<file path="src/rtl/pkt_mod_load.sv">
// pkt_mod_load
// ------------
// Reads one packet at a time out of DDR and replays it as an AXI-Stream
// packet.  A descriptor (start address, byte length) is split into AXI4 INCR
// read bursts.  Each burst is at most MAX_BURST_BEATS beats long and never
// crosses a 4 KB page.  The returned read beats are passed straight through to
// the stream port, and tlast/tkeep are added on the final beat.
//
// Ports
//   clk, rst            rising-edge clock, synchronous active-high reset
//   desc_addr/len/valid descriptor input; desc_ready is high only in IDLE
//   m_axi_ar*           AXI4 read-address channel (one burst outstanding)
//   m_axi_r*            AXI4 read-data channel (rid ignored)
//   m_axis_t*           AXI-Stream output (tdata/tkeep/tlast/tvalid/tready)
//   pkt_done            one-cycle pulse, registered, after the tlast beat is taken
//   rd_err              sticky: bad rresp or rlast out of step with the beat count
//   fsm_state           current FSM state, for debug and checkers
//
// Handshake rule for every channel: a transfer happens on a rising edge where
// valid and ready are both high.  A source holds its payload stable while
// valid is high and ready is low.  A sink may change ready freely.
module pkt_mod_load #(
    parameter int ADDR_WIDTH      = 32,
    parameter int DATA_WIDTH      = 512,
    parameter int ID_WIDTH        = 4,
    parameter int AXI_ID          = 0,
    parameter int MAX_BURST_BEATS = 16
) (
    input  logic                    clk,
    input  logic                    rst,

    input  logic [ADDR_WIDTH-1:0]   desc_addr,
    input  logic [15:0]             desc_len,
    input  logic                    desc_valid,
    output logic                    desc_ready,

    output logic [ID_WIDTH-1:0]     m_axi_arid,
    output logic [ADDR_WIDTH-1:0]   m_axi_araddr,
    output logic [7:0]              m_axi_arlen,
    output logic [2:0]              m_axi_arsize,
    output logic [1:0]              m_axi_arburst,
    output logic                    m_axi_arvalid,
    input  logic                    m_axi_arready,

    input  logic [ID_WIDTH-1:0]     m_axi_rid,
    input  logic [DATA_WIDTH-1:0]   m_axi_rdata,
    input  logic [1:0]              m_axi_rresp,
    input  logic                    m_axi_rlast,
    input  logic                    m_axi_rvalid,
    output logic                    m_axi_rready,

    output logic [DATA_WIDTH-1:0]   m_axis_tdata,
    output logic [DATA_WIDTH/8-1:0] m_axis_tkeep,
    output logic                    m_axis_tvalid,
    input  logic                    m_axis_tready,
    output logic                    m_axis_tlast,

    output logic                    pkt_done,
    output logic                    rd_err,
    output logic [1:0]              fsm_state
);

    localparam int BEAT_BYTES = DATA_WIDTH / 8;
    localparam int OFF_W      = $clog2(BEAT_BYTES);

    localparam logic [1:0] ST_IDLE = 2'd0;
    localparam logic [1:0] ST_AR   = 2'd1;
    localparam logic [1:0] ST_DATA = 2'd2;

    logic [1:0]            state;
    logic [ADDR_WIDTH-1:0] cur_addr;
    logic [15:0]           remaining;   // beats not yet requested on AR
    logic [8:0]            beat_cnt;    // beats left in the current burst
    logic [BEAT_BYTES-1:0] last_keep;

    // The low offset bits of desc_addr and the read ID are ignored on purpose.
    logic unused_inputs;
    assign unused_inputs = ^{m_axi_rid, desc_addr[OFF_W-1:0]};

    // Descriptor decode: beat count rounded up, and the tkeep for the tail beat.
    logic [16:0]           len_round;
    logic [15:0]           desc_beats;
    logic [OFF_W-1:0]      len_tail;
    logic [BEAT_BYTES-1:0] desc_keep;

    assign len_round  = {1'b0, desc_len} + 17'(BEAT_BYTES - 1);
    assign desc_beats = 16'(len_round >> OFF_W);
    assign len_tail   = desc_len[OFF_W-1:0];
    assign desc_keep  = (len_tail == '0) ? '1 : ~({BEAT_BYTES{1'b1}} << len_tail);

    // Burst sizing.  The burst is limited by the beats still to fetch, by the
    // maximum burst length, and by the beats left before the next 4 KB page.
    // cur_addr and remaining do not change in AR, so araddr and arlen stay
    // stable while the request waits for arready.
    logic [12:0]           page_bytes;
    logic [15:0]           page_beats;
    logic [15:0]           burst;
    logic [ADDR_WIDTH-1:0] burst_bytes;

    assign page_bytes = 13'h1000 - {1'b0, cur_addr[11:0]};
    assign page_beats = 16'(page_bytes >> OFF_W);

    always_comb begin
        burst = remaining;
        if (burst > 16'(MAX_BURST_BEATS)) burst = 16'(MAX_BURST_BEATS);
        if (burst > page_beats)           burst = page_beats;
    end

    assign burst_bytes = ADDR_WIDTH'(burst) << OFF_W;

    // Read channel outputs.  The fixed fields are tied off here.
    assign m_axi_arid    = ID_WIDTH'(AXI_ID);
    assign m_axi_arsize  = 3'(OFF_W);
    assign m_axi_arburst = 2'b01;
    assign m_axi_araddr  = cur_addr;
    assign m_axi_arlen   = 8'(burst - 16'd1);
    assign m_axi_arvalid = (state == ST_AR);
    assign desc_ready    = (state == ST_IDLE);
    assign fsm_state     = state;

    // Zero-latency pass-through in DATA.  The stream sink's ready becomes
    // rready, so a beat is taken from R exactly when it is taken by the sink.
    logic in_data;
    logic beat_fire;
    logic final_beat;

    assign in_data       = (state == ST_DATA);
    assign beat_fire     = in_data && m_axi_rvalid && m_axis_tready;
    assign final_beat    = (beat_cnt == 9'd1);
    assign m_axi_rready  = in_data && m_axis_tready;
    assign m_axis_tvalid = in_data && m_axi_rvalid;
    assign m_axis_tdata  = m_axi_rdata;
    assign m_axis_tlast  = in_data && final_beat && (remaining == 16'd0);
    assign m_axis_tkeep  = m_axis_tlast ? last_keep : '1;

    always_ff @(posedge clk) begin
        if (rst) begin
            state     <= ST_IDLE;
            cur_addr  <= '0;
            remaining <= '0;
            beat_cnt  <= '0;
            last_keep <= '0;
            pkt_done  <= 1'b0;
            rd_err    <= 1'b0;
        end else begin
            pkt_done <= 1'b0;
            case (state)
                ST_IDLE: begin
                    if (desc_valid) begin
                        cur_addr  <= {desc_addr[ADDR_WIDTH-1:OFF_W], {OFF_W{1'b0}}};
                        remaining <= desc_beats;
                        last_keep <= desc_keep;
                        // A zero-length descriptor is consumed with no AXI traffic.
                        if (desc_len != 16'd0) state <= ST_AR;
                    end
                end
                ST_AR: begin
                    if (m_axi_arready) begin
                        cur_addr  <= cur_addr + burst_bytes;
                        remaining <= remaining - burst;
                        beat_cnt  <= 9'(burst);
                        state     <= ST_DATA;
                    end
                end
                ST_DATA: begin
                    if (beat_fire) begin
                        beat_cnt <= beat_cnt - 9'd1;
                        // The burst ends on our own beat count.  An rlast that
                        // disagrees with it is only reported as an error.
                        if ((m_axi_rresp != 2'b00) || (m_axi_rlast != final_beat))
                            rd_err <= 1'b1;
                        if (final_beat) begin
                            if (remaining != 16'd0) begin
                                state <= ST_AR;
                            end else begin
                                state    <= ST_IDLE;
                                pkt_done <= 1'b1;
                            end
                        end
                    end
                end
                default: state <= ST_IDLE;
            endcase
        end
    end

endmodule

</file>
<file path="config.mk">
export PLATFORM = sky130hd
export DESIGN_NAME = pkt_mod_load
export DESIGN_NICKNAME = d
export VERILOG_FILES = /design/src/rtl/pkt_mod_load.sv
export SDC_FILE = /design/constraint.sdc
export NUM_CORES = 1
export LEC_CHECK = 0
export CORE_AREA = 2 2 474 476
export CTS_BUF_LIST = sky130_fd_sc_hd__clkbuf_8
export CTS_CLUSTER_DIAMETER = 40
export CTS_CLUSTER_SIZE = 14
export DETAILED_ROUTE_END_ITERATION = 10
export DIE_AREA = 0 0 476 478
export PLACE_DENSITY = 0.35
export RECOVER_POWER = 25
export REMOVE_ABC_BUFFERS = 1
export SYNTH_ARGS = -nofsm -noshare
export SYNTH_HDL_FRONTEND = slang
export SYNTH_SLANG_ARGS = --single-unit
</file>
<file path="constraint.sdc">
create_clock -name clk -period 10.9 [get_ports clk]
set_clock_uncertainty 0.1 [all_clocks]
set_input_delay 1.635 -clock clk [delete_from_list [all_inputs] [get_ports clk]]
set_output_delay 1.635 -clock clk [all_outputs]
set_load 0.1 [all_outputs]
</file>
After elaboration in Yosys (flattened, before gate mapping)
Cells that the tools add are included.
- bits in registers: 125
- output and inout port bits: 634
- logic and storage cells: 70
- add/subtract/negate cells: 6
- $lt $le $gt $ge: 2
- equal/unequal tests: 9
- shifts and indexed selects: 1
- multiplexer cells: 21
- bitwise logic cells: 4
- reductions and logical operators: 20
- operators by type and width (operator ; count):
    two-way mux 64 bit ; 2
    two-way mux 16 bit ; 4
    two-way mux 32 bit ; 2
    NOT 64 bit ; 1
    case mux 32 bit (2 select lines) ; 1
    left shift 64 x 6 -> 64 bit, first input constant ; 1
    adder 32 x 22 -> 32 bit ; 1
    case mux 16 bit (2 select lines) ; 1
    nonzero test 16 bit ; 2
    two-way mux 9 bit ; 2
    case mux 9 bit (2 select lines) ; 1
    adder 16 x 6 -> 17 bit, second input constant ; 1
    > comparator 16 x 5 -> 1 bit, second input constant ; 1
    > comparator 16 x 7 -> 1 bit ; 1
    logical NOT 16 bit ; 1
    subtractor 16 bit ; 1
    subtractor 13 x 12 -> 13 bit, first input constant ; 1
    two-way mux 2 bit ; 5
    == test 9 x 1 -> 1 bit, second input constant ; 1
    AND reduction 3 bit ; 3
    subtractor 9 x 1 -> 9 bit, second input constant ; 1
    inequality test 2 x 1 -> 1 bit, second input constant ; 4
    subtractor 8 x 1 -> 8 bit, second input constant ; 1
    logical NOT 6 bit ; 1
    other kinds (14) ; 23

Logic depth before layout (Yosys ltp)
- depth in word-level cells: 7
- gate-level depth with buffers: 21
- depth with buffers taken out: 20

Least setup slack after synthesis
OpenSTA, ideal clock, no wires.
- kind: register to output
- from: reg cur_addr[7], in the netlist m_axi_araddr[7]
- to: out m_axi_arlen[6]
- arrival: 5477 ps
- required time: 9165 ps
- path slack: 3688 ps
- cell stages (with the launch flop): 14
- buffers on the path: 1
- cells stage by stage: dfxtp_1 > inv_1 > ha_1 > xor2_1 > ha_1 > a21oi_1 > a21oi_1 > o21ai_0 > buf_2 > o21ai_0 > inv_1 > ha_1 > nand4_1 > xnor2_1
- longest elaborated chain between the ends: 4
- ends and longest elaborated chain (element ; line ; RTL):
    start: declaration ; 71 ; logic [ADDR_WIDTH-1:0] cur_addr;
    start signal: assignment ; 150 ; cur_addr <= {desc_addr[ADDR_WIDTH-1:OFF_W], {OFF_W{1'b0}}};
    start signal: assignment ; 159 ; cur_addr <= cur_addr + burst_bytes;
    subtractor 13 x 12 -> 13 bit (*) ; 100 ; assign page_bytes = 13'h1000 - {1'b0, cur_addr[11:0]};
    > comparator 16 x 7 -> 1 bit ; 106 ; if (burst > page_beats) burst = page_beats;
    two-way mux 16 bit (*) ; 106 ;
    subtractor 8 x 1 -> 8 bit (*) ; 116 ; assign m_axi_arlen = 8'(burst - 16'd1);
    end: declaration ; 39 ; output logic [7:0] m_axi_arlen,
Every way passes the cells marked *; elsewhere a longest branch is shown, timed or not.

Worst setup path in the final report
- from: reg beat_cnt[3]
- to: out m_axis_tkeep[50]
- longest elaborated chain between the ends: 4
- ends and longest elaborated chain (element ; line ; RTL):
    start: declaration ; 73 ; logic [8:0] beat_cnt;
    start signal: assignment ; 161 ; beat_cnt <= 9'(burst);
    start signal: assignment ; 167 ; beat_cnt <= beat_cnt - 9'd1;
    == test 9 x 1 -> 1 bit ; 129 ; assign final_beat = (beat_cnt == 9'd1);
    logical AND 1 bit (2 in a row) ; 133 ; assign m_axis_tlast = in_data && final_beat && (remaining == 16'd0);
    two-way mux 64 bit ; 134 ; assign m_axis_tkeep = m_axis_tlast ? last_keep : '1;
    end: declaration ; 53 ; output logic [DATA_WIDTH/8-1:0] m_axis_tkeep,
Every way passes these cells.

==> results.ini <==
[run_status]
status = finished, violations left
violations = max-capacitance violations, max-slew violations

[routing]
drc = 0
wl_per_cell_um = 85.4
vias_per_cell = 2.72
drtIter0Drc = 935
num_vias = 11500
totalWireLength_um = 359000
drt_first_pass_iters = 7
antenna_left = 0

[critical_path]
critPathLaunchType = flip-flop
rrSetupSlack_ps = 4890
max_stage_delay_ps = 2610
crit_fanout = 67
slowest_stage = clkbuf_1
r2r-end = m_axi_araddr[12]
worstRegToRegCells = 8
r2r_start = fsm_state[0]
crit_type = flip-flop to output port
crit_chain = nor3_1 -> nand3_1 -> nor4_4 -> clkbuf_1 -> nand2b_1 -> clkdlybuf4s50_1
arrival_ps = 6670
crit_buf_inv = 2
endpoint_kind = output port
critPathTopFamily = buffers and inverters
cp.required_ps = 9170

[logic_synthesis]
synth_top_family_by_area = buffers and inverters
synth_compound_area_frac = 0.174
muxShareOfSynthArea = 0.00654
ys_ff_latch = 119
syn_area_per_cell_um2 = 7.48
yosysWarnings = 0
netlist_area_um2 = 11700
synth-edff-count = 0
ys_seq_area_frac = 0.204
synth.distinct_cells = 67
synthArstFlopShare = 0
yosys.area_share.simple = 0.162
synth_cells = 1559
synth_flop_cell = dfxtp_1
synthAdderAreaFrac = 0.0506
synth_xor_area_frac = 0.0308

[sta]
max-slew-margin-rel = -1.48
fin_crit_sh = 0.771
worstMarginPinSlew_ps = 3720
drv_slew = 162
rsz0062_at_grt = false
fmax_mhz = 119
fin_crit_ps = 8410
hold_viol_final = 0
hold_ws_ps = 380
setup_violations = 0
finalWorstSetupSlack_ps = 2490
tns_ps = 0

[clocking]
cts_hold_buf = 0
cts-htree-levels = 4
numCtsBuffers = 17
cts_sinks = 119
cts-root-buf = clkbuf_8
clk_pin_slew_ps = 100
cts_tree = built
clk_latency_ps = 630
cts_setup_buffers = 0
post_cts_resized = 0
ctsLongestPathBuffers = 2

[floorplan]
die_area_um2 = 228000
core_area_um2 = 223000
die_y_um = 478
die_x_um = 476
ios = 1207
start_util = 0.0523
row_count = 174

[layout]
drive_gt1_frac = 0.0662
final_cell_mix = clkdlybuf4s50_1, a21oi_1, dfxtp_1
layout_commonest_cell = clkdlybuf4s50_1
areaGrowthSynthToFinish_pct = 15.6
nets = 1815

[place]
port_buffers = 157
dp_slack_ps = 4080
dp_hpwl_um = 346000
routabilityCongestion = 1.32

[grt]
antenna_found_initial = 11
grt_pass1_wl_um = 382000
grt-ovfl-total = 0
grt_max_degree = 67
grt_pass1_vias = 9777
track_usage = 0.307

[pwr]
power_per_cell_area_nw_per_um2 = 164
power.total_mw = 2.21
ir_drop_uv = 109
power_leakage_nw = 3.90

[hold_path]
worstHoldStart = beat_cnt[1]
hold_class = flip-flop to flip-flop
min_to = beat_cnt[1]
min_path_cells = 2

[flow_run]
maxCapViolations = 9

## routing by layer
layer,part of all wire,track usage,up-vias
li1,-,-,3974
met1,0.077,0.0627,4837
met2,0.49,0.536,2280
met3,0.30,0.441,311
met4,0.11,0.281,56
met5,0.015,0.169,-
## sequential cells by signal, indices dropped and copies added, names as in the netlist
name          cells
fsm_state         2
m_axi_araddr     26
last_keep        64
beat_cnt          9
remaining        16
pkt_done          1
rd_err            1
## worst max path at each step
stage | startpoint | to | slack [ps] | cells past startpoint
after detailed placement | remaining[6] | m_axi_arlen[2] | 4080 | 13
after global placement | remaining[6] | m_axi_arlen[2] | 3970 | 13
after floorplan | fsm_state[1] | m_axis_tkeep[0] | 1470 | 3
after CTS | remaining[6] | m_axi_arlen[2] | 3330 | 13
final | beat_cnt[3] | m_axis_tkeep[50] | 2490 | 6
after global routing | beat_cnt[3] | m_axis_tkeep[50] | 1980 | 6
## Yosys cell counts (14+ instances only)
| master | count | area, um2 |
|---|---|---|
| nand3_1 | 19 | 95.1 |
| buf_4 | 527 | 3960 |
| xor2_1 | 16 | 140 |
| clkbuf_1 | 53 | 199 |
| ha_1 | 44 | 551 |
| inv_1 | 28 | 105 |
| a21oi_1 | 121 | 606 |
| nand2b_1 | 71 | 444 |
| xnor2_1 | 25 | 219 |
| nor2_1 | 91 | 342 |
| nor3_1 | 21 | 105 |
| o21ai_0 | 106 | 531 |
| nand4_1 | 16 | 100 |
| a211oi_1 | 14 | 105 |
| dfxtp_1 | 119 | 2380 |
| nand2_1 | 105 | 394 |
## through the flow
| stage | utilization | std cells | area [um2] |
|---|---|---|---|
| after floorplan | - | 995 | 7560 |
| after global placement | 0.0584 | 4169 | 13000 |
| after detailed placement | 0.0584 | 4169 | 13000 |
| after CTS | 0.0605 | 4200 | 13500 |
| after global routing | 0.0604 | 4201 | 13500 |
| final | 0.0604 | 4206 | 13500 |
## cell families after synthesis
logic type,after synthesis
fa+ha+maj,46
simple gates,382
buf+inv,625
other cells,2
flops,119
compound gates,338
xor+xnor,41
mux,6
## report_power, final
| group | switching [mW] | internal [mW] |
|---|---|---|
| Sequential | 0.0472 | 0.484 |
| Combinational | 0.817 | 0.305 |
| Clock | 0.277 | 0.280 |
| Total | 1.14 | 1.07 |
## tightest hold or removal path, cell delays in order (launching register included)
cell	delay (ps)
dfxtp_1	330
nand2_1	60
a21oi_1	50
## cell type report
cell class	instances	area, um2
Antenna cell	6	15.0
Clock buffer	18	248
Clock inverter	13	218
Fill cell	26400	210000
Inverter	29	109
Multi-Input combinational cell	847	5080
Sequential cell	119	2380
Tap cell	2992	3740
Timing Repair Buffer	182	1690
Power figures use the tool's default switching activity.
